===== src/rtl/calc_arbiter.sv =====
// Two-requester front end for a shared combinational calculator.
// Define CALC_ARB_FIXED_PRIORITY_EN for fixed priority (requester 0 wins).
module calc_arbiter #(
  parameter int WIDTH = 8
) (
  input  logic             clk,
  input  logic             rst,
  input  logic             req0_valid,
  input  logic             req1_valid,
  output logic             req0_ready,
  output logic             req1_ready,
  input  logic [WIDTH-1:0] req0_a,
  input  logic [WIDTH-1:0] req0_b,
  input  logic [WIDTH-1:0] req0_c,
  input  logic [1:0]       req0_op,
  input  logic [WIDTH-1:0] req1_a,
  input  logic [WIDTH-1:0] req1_b,
  input  logic [WIDTH-1:0] req1_c,
  input  logic [1:0]       req1_op,
  output logic [WIDTH-1:0] calc_a,
  output logic [WIDTH-1:0] calc_b,
  output logic [WIDTH-1:0] calc_c,
  output logic [1:0]       calc_op,
  input  logic [WIDTH-1:0] calc_r,
  input  logic             calc_cout,
  output logic             rsp_valid,
  input  logic             rsp_ready,
  output logic [WIDTH-1:0] rsp_r,
  output logic             rsp_cout,
  output logic             rsp_id,
  output logic             busy
);

  typedef enum logic [1:0] {
    IDLE,
    LOAD,
    EXEC,
    RESP
  } state_t;

  state_t state;
  state_t state_nx;
  logic   gnt_id;
  logic   hs;
  logic   id_q;

`ifdef CALC_ARB_FIXED_PRIORITY_EN
  always_comb begin
    gnt_id = ~req0_valid;
  end
`else
  logic last;

  // On a tie, favour whoever was not granted last.
  always_comb begin
    gnt_id = req1_valid;
    if (req0_valid && req1_valid)
      gnt_id = ~last;
  end

  always_ff @(posedge clk) begin
    if (rst)
      last <= 1'b1;
    else if (hs)
      last <= gnt_id;
  end
`endif

  always_comb begin
    req0_ready = 1'b0;
    req1_ready = 1'b0;
    if (state == IDLE && !rst) begin
      req0_ready = req0_valid & ~gnt_id;
      req1_ready = req1_valid & gnt_id;
    end
  end

  assign hs = req0_ready | req1_ready;

  always_comb begin
    state_nx = state;
    unique case (state)
      IDLE: if (req0_valid || req1_valid) state_nx = LOAD;
      LOAD: state_nx = EXEC;
      EXEC: state_nx = RESP;
      RESP: if (rsp_ready) state_nx = IDLE;
      default: state_nx = IDLE;
    endcase
  end

  always_ff @(posedge clk) begin
    if (rst) begin
      state    <= IDLE;
      calc_a   <= '0;
      calc_b   <= '0;
      calc_c   <= '0;
      calc_op  <= '0;
      id_q     <= 1'b0;
      rsp_r    <= '0;
      rsp_cout <= 1'b0;
    end else begin
      state <= state_nx;
      if (hs) begin
        calc_a  <= gnt_id ? req1_a  : req0_a;
        calc_b  <= gnt_id ? req1_b  : req0_b;
        calc_c  <= gnt_id ? req1_c  : req0_c;
        calc_op <= gnt_id ? req1_op : req0_op;
        id_q    <= gnt_id;
      end
      if (state == EXEC) begin
        rsp_r    <= calc_r;
        rsp_cout <= calc_cout;
      end
    end
  end

  assign rsp_valid = (state == RESP);
  assign busy      = (state != IDLE);
  assign rsp_id    = id_q;

endmodule


===== config.mk =====
export PLATFORM = sky130hd
export DESIGN_NAME = calc_arbiter
export DESIGN_NICKNAME = d
export VERILOG_FILES = /design/src/rtl/calc_arbiter.sv
export SDC_FILE = /design/constraint.sdc
export NUM_CORES = 1
export LEC_CHECK = 0
export ABC_AREA = 1
export ABC_CLOCK_PERIOD_IN_PS = 3500
export CORE_MARGIN = 1.5
export CORE_UTILIZATION = 44
export DETAILED_ROUTE_END_ITERATION = 8
export GPL_TIMING_DRIVEN = 0
export PLACE_DENSITY_LB_ADDON = 0.3
export SYNTH_ARGS = -nofsm -noshare
export SYNTH_HDL_FRONTEND = slang
export SYNTH_SLANG_ARGS = --single-unit
export TNS_END_PERCENT = 5

===== constraint.sdc =====
create_clock -name clk -period 3.5 [get_ports clk]
set_clock_uncertainty 0.1 [all_clocks]
set_input_delay 0.7 -clock clk [delete_from_list [all_inputs] [get_ports clk]]
set_output_delay 0.7 -clock clk [all_outputs]
set_load 0.005 [all_outputs]

# [Word-level counts from Yosys, hierarchy flattened]
# Index checks and enable logic that the tools add are counted.
[word_totals] ff_bits=39 output_inout_bits=40
[classes] eq_ne=5 reduce_logical=7 bitwise=5 n_mux=10
[ops] operator="$mux W8" count=3
[ops] operator="$pmux W2 S4" count=1
[ops] operator="$mux W2" count=3
[ops] operator="$eq A2 B2 Y1 const B" count=2
[ops] operator="$ne A2 B1 Y1 const B" count=2
[ops] operator="$mux W1" count=3
[ops] operator="$and A1 B1 Y1" count=2
[ops] operator="$eq A2 B1 Y1 const B" count=1
[ops] operator="$logic_and A1 B1 Y1" count=2
[ops] operator="$logic_not A2 Y1" count=1
[ops] operator="$not A1 Y1" count=2
[ops] operator="$reduce_and A2 Y1" count=1
[ops] operator="$reduce_bool A2 Y1" count=1
[ops] operator="$logic_not A1 Y1" count=1
[ops] operator="$logic_or A1 B1 Y1" count=1
[ops] operator="$or A1 B1 Y1" count=1

# [Longest topological paths before layout]
# Gate-level depths: netlist (run 1).
[depth] ltp_word=6 depth_mapped=8 mapped_depth_nobuf=7

# [Least setup slack after synthesis (run 1)]
# Ideal clock, no wire load.
[synth_path] path_type="input to output" startpoint="in rst" endpoint="out req0_ready" path_stages=5 slack_ps=1404 path_buffers=2 arrival_ps=1296 path_cell_list="inv_2 -> nand3_2 -> buf_4 -> buf_6 -> a21oi_1"
[synth_via] elab_chain_len=3
[synth_lines] item="start: declaration" line_no="7" source="input logic rst,"
[synth_lines] item="$logic_not A1 Y1" line_no="72" source="if (state == IDLE && !rst) begin"
[synth_lines] item="$logic_and A1 B1 Y1" line_no="72"
[synth_lines] item="$mux W1" line_no="72"
[synth_lines] item="end: declaration" line_no="10" source="output logic req0_ready,"
# Every way passes these cells.

# [Worst setup path in the final report (run 1)]
[layout_path] startpoint="in req0_valid" endpoint="out req0_ready"
[layout_via] elab_chain_len=5
[layout_lines] item="start: declaration" line_no="8" source="input logic req0_valid,"
[layout_lines] item="$logic_and A1 B1 Y1" line_no="57" source="if (req0_valid && req1_valid)"
[layout_lines] item="$mux W1" line_no="57"
[layout_lines] item="$not A1 Y1" line_no="73" source="req0_ready = req0_valid & ~gnt_id;"
[layout_lines] item="$and A1 B1 Y1 *" line_no="73"
[layout_lines] item="$mux W1 *" line_no="72"
# Every way passes the cells marked *; elsewhere a longest branch is shown, timed or not.

==> impl_summary.txt, run 1 <==
----------------------------------------------------
[Worst setup path]
  Setup crit start kind ... input port
  CP Cell Sequence ... clkdlybuf4s50_1, nand2_2, buf_6, buf_2, a21oi_1, clkdlybuf4s50_1
  Cell count of the worst reg-to-reg path ... 7
  Crit path max fanout ... 10
  Top cell by count, worst path ... clkdlybuf4s50_1
  Crit. End Element ... output port
  Cell at the slowest stage of the critical path ... clkdlybuf4s50_1
  Largest incremental delay on the critical path ... 530 ps
  Arr. time, crit path ... 2350 ps
  Type of the worst setup path ... input port to output port
  Crit path required time ... about 2700 ps

[Global route]
  Congestion Overflow GR ... 0
  Maximum number of pins on one net before global-route repair ... 13
  Combined global-route utilization of all metal layers ... 21.6%
  Global-route wire length before repair ... 9030 um
  Number of antenna violations at the first check in global routing ... 0
  Via count of the first global-routing pass ... approximately 2,200

[Routing]
  Routed wire per std cell ... 11.2 um
  ANT nets after route ... 0
  WL final ... 5660 um
  Total via count in the routed design ... 2,347
  Count of TritonRoute iterations in the first routing pass ... 4
  DR vias/cell ... around 4.6
  # DRC ... 0
  DR iter-0 viols ... slightly below 90

[Die]
  Chip height ... approximately 73 um
  Horizontal die dimension ... approximately 73 um
  Initial standard-cell utilization of the core ... 45.7%
  IO Pins ... 106
  Core Box Area ... around 4700 um2
  Die Area ... 5330 um2
  Number of standard-cell rows in the floorplan ... 25

[CTS]
  Number of buffers inserted by post-CTS setup repair ... 0
  Worst-path clk slew ... ~70 ps
  Clock root cell ... clkbuf_8
  Clock buffers created by TritonCTS ... 5
  Number of hold buffers added after CTS ... 0
  Clock latency on the worst-skew pair ... 290 ps
  TritonCTS clock tree ... done
  Clock tree sinks ... 39
  Number of H-tree levels ... 2
  Total of cells resized after clock tree synthesis ... 0
  Number of buffers on the longest clock path ... 2

[Cells and area]
  Final standard cell area without fillers ... 3410 um2
  Area overhead of the layout relative to synthesis ... 58.1%
  Count of inserted antenna diode cells ... 0
  Fraction of final layout cells sized beyond drive strength 1 ... between 10% and 20%
  Layout Nets ... 507

[Timing]
  Final critical-path share of the clock period ... roughly nine tenths
  Final setup slack of the worst path ... around 350 ps
  Total of endpoints with negative setup slack in the final report ... 0
  Total negative setup slack ... 0 ps
  Worst-case hold slack ... 371 ps
  RSZ-0062 raised after global routing ... false
  Number of max-slew violations in the final report ... 0
  Slew Limit Headroom ... between 60% and 70%
  Actual transition at the worst max-transition pin ... 459 ps
  Final min period ... 3150 ps
  Final hold violation count ... 0
  FMAX ... 318 MHz

[Pwr]
  Leakage component of the power ... 1.62 nW
  Power per Cell Area ... 557 nW/um2
  Max rail drop VDD ... just under 0.4 mV

[Yosys]
  Top cells by area in the synthesized netlist ... dfxtp_1 36%, nand2_1 15%, nand3_1 13%
  Number of synthesis warnings ... 0
  FFs w/ async S/R, synth ... 0%
  Unique cell type count in the Yosys netlist ... 21
  Post-synth EDFFs ... 0
  Top cells by count, synth ... 86 x nand2_1, 56 x nand3_1, 51 x nor2_1
  Cell taking the most area after synthesis ... dfxtp_1
  Syn Area/Cell ... 6.62 um2
  Post-synthesis cell count ... about 330
  Mapped Area ... ~2200 um2
  Sequential-to-total area share from yosys stat ... 36.2%
  Synthesized flop and latch total ... 39
  Most used flip-flop cell after synthesis ... dfxtp_1
  Most common cell in the synthesized netlist ... nand2_1
  Synthesized netlist net count ... 395
  Top cell type's share of synthesized area ... 36.2%

[Flow run]
  Max-cap violation count ... 0

[Status]
  Status ... complete, no violations

[Hold path]
  Number of cells traversed by the worst hold path ... 2
  Min-delay worst type ... register to register

[Placed design]
  Final Wtd Congestion ... roughly 0.75
  Port Buffers ... 105
  Worst-case setup slack after placement ... 355 ps
  Post-DP HPWL ... 4180 um
  Area post-placement ... 3290 um2

----------------------------------------------------
worst max-delay path, delay by kind of cell:
kind / cells / cell delay, ps
and+or+nand+nor: 1 / 100
buffers and inverters: 4 / 1380
AOI/OAI and AO/OA: 1 / 150
kinds of logic (layout without fill, tap and decap cells):
logic type                 Yosys count  after routing  synth area share, %
AOI/OAI and AO/OA                   12             12                 2.78
adders and majority gates            3              3                 1.74
buffers and inverters               53            166                 12.9
DFF                                 39             39                 36.2
and+or+nand+nor                    219            219                 46.3
layout make-up:
| type | count | area (um2) |
|---|---|---|
| sequential | 39 | 781 |
| clock inverter | 2 | 35.0 |
| fill | 396 | 1310 |
| tap | 67 | 83.8 |
| clock buffer | 6 | 82.6 |
| timing repair buffer | 105 | 1050 |
| multi-input combinational | 234 | 1100 |
| buffer | 20 | 155 |
| inverter | 33 | 124 |
final timing paths:
kind                                 start         end  slack, ps
worst min register to register      rsp_id      rsp_id        370
worst min-delay path                rsp_id      rsp_id        370
worst max register to register    state[1]   calc_b[4]       1860
worst max-delay path            req0_valid  req0_ready        350
report_power, final:
group	leakage (nW)	switching [W]	total, W	internal [W]
Clock	0.0612	0.000157	0.000388	0.000231
Sequential	0.321	0.0000606	0.000630	0.000569
Combinational	1.24	0.000414	0.000882	0.000468
Total	1.62	0.000632	0.00190	0.00127
state kept, by name, summed over array words and instances (netlist names):
| name | cells |
|---|---|
| rsp_cout | 1 |
| calc_b | 8 |
| calc_a | 8 |
| last | 1 |
| state | 2 |
| calc_op | 2 |
| rsp_id | 1 |
| calc_c | 8 |
| rsp_r | 8 |
stage by stage:
stage          total power [W]  util, %  std cells
2_1_floorplan          0.00111        -        326
3_3_place_gp           0.00150     69.7        498
3_5_place_dp           0.00153     69.7        498
4_1_cts                0.00192     72.2        506
5_1_grt                0.00204     72.2        506
6_report               0.00190     72.2        506
layout by cell type, fill, tap and decap left out:
master             n
a21oi_1            3
buf_2              7
buf_4              1
buf_6              9
bufinv_16          1
clkbuf_1           3
clkbuf_8           6
clkdlybuf4s50_1  105
clkinv_1           1
clkinv_2           1
dfxtp_1           39
ha_1               3
inv_1             31
inv_2              1
nand2_1           86
nand2_2            1
nand2_4            1
nand3_1           56
nand3_2            1
nand4_4            1
nor2_1            51
nor2_2            20
nor2_4             1
nor2_8             1
o21ai_0            9
per-layer routing:
metal	track usage [%]	routed length, um
met1	23.8	2460
met2	39.6	2790
met3	6.63	351
met4	6.29	68
met5	0	0
Power figures use the tool's default switching activity.
==> inputs of run 2 (changes only) <==
--- a/config.mk
+++ b/config.mk
@@ -12,6 +12,7 @@
 export DETAILED_ROUTE_END_ITERATION = 8
 export GPL_TIMING_DRIVEN = 0
 export PLACE_DENSITY_LB_ADDON = 0.3
+export RECOVER_POWER = 100
 export SYNTH_ARGS = -nofsm -noshare
 export SYNTH_HDL_FRONTEND = slang
 export SYNTH_SLANG_ARGS = --single-unit
==> run 2 against run 1 <==
Cell area down 1.3%. Total power down 4.1%. Routed wire length about the same. Final cell count unchanged. Register-to-register slack worse by 670 ps. Sequential cell count unchanged. Critical endpoint unchanged.
==> impl_summary.txt, run 2 (synthesis gave the netlist of run 1 again) <==
----------------------------------------------------
[Routing]
  ANT nets after route ... 0 (unchanged)
  Routed wire per std cell ... 11.2 um (about the same)
  Highest metal layer with signal wires ... met4
  DR vias/cell ... 4.62 (-0.34%)
  DR iter-0 viols ... 98 (+13%)
  # DRC ... 0 (unchanged)
  Wire length the detailed router placed on met1 ... 2480 um (+1.1%)
  DR WL met2 ... 2750 um (-1.1%)
  Count of TritonRoute iterations in the first routing pass ... 4 (unchanged)
  Met3 wire len ... 361 um (+2.8%)
  Total via count in the routed design ... 2,339 (-0.34%)
  WL final ... 5660 um (about the same)

[CTS]
  Number of buffers inserted by post-CTS setup repair ... 0 (unchanged)
  Number of H-tree levels ... 2 (unchanged)
  Clock tree sinks ... 39 (unchanged)
  Number of buffers on the longest clock path ... 2 (unchanged)
  Worst-path clk slew ... 70 ps (about the same)
  TritonCTS clock tree ... done
  Clock latency on the worst-skew pair ... 290 ps (about the same)
  Total of cells resized after clock tree synthesis ... 0 (unchanged)
  Number of hold buffers added after CTS ... 0 (unchanged)
  Clock buffers created by TritonCTS ... 5 (unchanged)
  Clock root cell ... clkbuf_8

[Worst setup path]
  Reg2Reg Launch Point ... state[1]
  Crit path capture ... req0_ready
  Worst setup path startpoint ... rst
  Cell count of the worst reg-to-reg path ... 8 (+1)
  Setup crit start kind ... input port
  Crit. End Element ... output port
  Arr. time, crit path ... 2420 ps (+70 ps)
  Setup slack of the most critical reg-to-reg path ... 1190 ps (-670 ps)
  Crit path required time ... 2700 ps (about the same)
  Crit path max fanout ... 10 (unchanged)
  Worst r2r dst ... calc_a[3]
  Type of the worst setup path ... input port to output port

[Cells and area]
  Count of inserted antenna diode cells ... 0 (unchanged)
  Area overhead of the layout relative to synthesis ... 56.0%
  Layout filler cell count ... 398 (+0.51%)
  Footprint of the multi-input gates ... 1070 um2 (-2.6%)
  Sequential standard cell area ... 781 um2 (unchanged)
  Most common cell after layout, fill and taps aside ... nand2_1
  Most frequent cells in the layout ... 86 x nand2_1, 65 x clkdlybuf4s50_1, 57 x nand3_1
  Final Instance Count excl. Fillers ... 506 (unchanged)
  Layout Nets ... 507 (unchanged)
  Fraction of final layout cells sized beyond drive strength 1 ... 10.3% (-1.6 points)

[Pwr]
  Power per Cell Area ... 541 nW/um2 (-2.9%)
  Max rail drop VDD ... 0.388 mV (-2.4%)
  Leakage component of the power ... 1.70 nW (+5.3%)

[Global route]
  Global-route wire length before repair ... 9030 um (unchanged)
  Via count of the first global-routing pass ... 2,176 (unchanged)
  Combined global-route utilization of all metal layers ... 21.6% (unchanged)
  Number of antenna violations at the first check in global routing ... 0 (unchanged)
  Maximum number of pins on one net before global-route repair ... 13 (unchanged)
  Congestion Overflow GR ... 0 (unchanged)

[Placed design]
  Port Buffers ... 105 (unchanged)
  Final Wtd Congestion ... 0.755 (unchanged)
  Number of cells in the design after placement ... 498 (unchanged)
  Post-DP HPWL ... 4180 um (unchanged)

[Hold path]
  Number of cells traversed by the worst hold path ... 2 (unchanged)
  Min-delay worst type ... register to register

[Die]
  Core Box Area ... 4720 um2 (unchanged)
  Die Area ... 5330 um2 (unchanged)
  IO Pins ... 106 (unchanged)
  Horizontal die dimension ... 73.0 um (unchanged)
  Initial standard-cell utilization of the core ... 45.7% (unchanged)
  Chip height ... 73.0 um (unchanged)
  Number of standard-cell rows in the floorplan ... 25 (unchanged)

[Timing]
  Worst-case hold slack ... 368 ps (-3.35 ps)
  FMAX ... 310 MHz (-2.4%)
  Total of endpoints with negative setup slack in the final report ... 0 (unchanged)
  Final min period ... 3220 ps (+76.3 ps)
  Number of max-slew violations in the final report ... 0 (unchanged)
  Actual transition at the worst max-transition pin ... 725 ps (+266 ps)
  Final hold violation count ... 0 (unchanged)
  Final critical-path share of the clock period ... 92.1% (+2.2 points)
  Slew Limit Headroom ... 51.7% (-18 points)
  RSZ-0062 raised after global routing ... false
  Total negative setup slack ... 0 ps (unchanged)

[Flow run]
  Max-cap violation count ... 0 (unchanged)

[Status]
  Status ... complete, no violations

----------------------------------------------------
==> run 2: changes by cell type in the layout (fill, tap and decap cells not counted) <==
cell and delta:
buf_2 -1, nor2_1 +2, nand3_1 +1, inv_1 +1
nor2_8 -1, buf_6 -2, clkdlybuf4s50_1 -40, inv_2 -1
nand3_2 -1, nor2_4 -1, dlygate4sd3_1 +40, clkbuf_1 +3
==> run 2: area by class of cell <==
class	count	share of cell area (%)
Sequential cell	39	23.2
Timing Repair Buffer	105	31.2
Inverter	33	3.68
Tap cell	67	2.49
Clock buffer	6	2.45
Buffer	20	4.13
Multi-Input combinational cell	234	31.8
Clock inverter	2	1.04
==> run 2: per-stage QoR <==
stage | util [%] | setup slack, ps | area [um2] | power (W)
floorplan | - | 1400 | 2160 | 0.00111
global placement | 69.7 | 356 | 3290 | 0.00150
detailed placement | 69.7 | 355 | 3290 | 0.00153
CTS | 72.2 | 355 | 3410 | 0.00192
global route | 71.2 | 199 | 3360 | 0.00196
finish | 71.2 | 277 | 3360 | 0.00182
==> run 2: routing by layer <==
metal | GRT usage (%) | up-vias
li1 | - | 1226
met1 | 23.8 | 1040
met2 | 39.6 | 67
met3 | 6.63 | 6
met4 | 6.29 | 0
met5 | 0 | -
==> run 2: worst max-delay path: stages <==
cell and delay, ps:
clkdlybuf4s50_1 410, inv_1 170, nand3_1 160, buf_4 220, buf_6 150, a21oi_1 110
clkdlybuf4s50_1 510
==> run 2: how the worst min path moves through the flow <==
stage               slack, ps   start     end
floorplan                 360  rsp_id  rsp_id
global placement          350  rsp_id  rsp_id
detailed placement        360  rsp_id  rsp_id
CTS                       370  rsp_id  rsp_id
global route              400  rsp_id  rsp_id
finish                    370  rsp_id  rsp_id
==> run 2: power by group <==
part | internal, W | total (W) | leakage [nW] | switching [W]
clock network | 0.000231 | 0.000387 | 0.0612 | 0.000156
registers | 0.000569 | 0.000624 | 0.321 | 0.0000555
logic | 0.000408 | 0.000810 | 1.32 | 0.000403
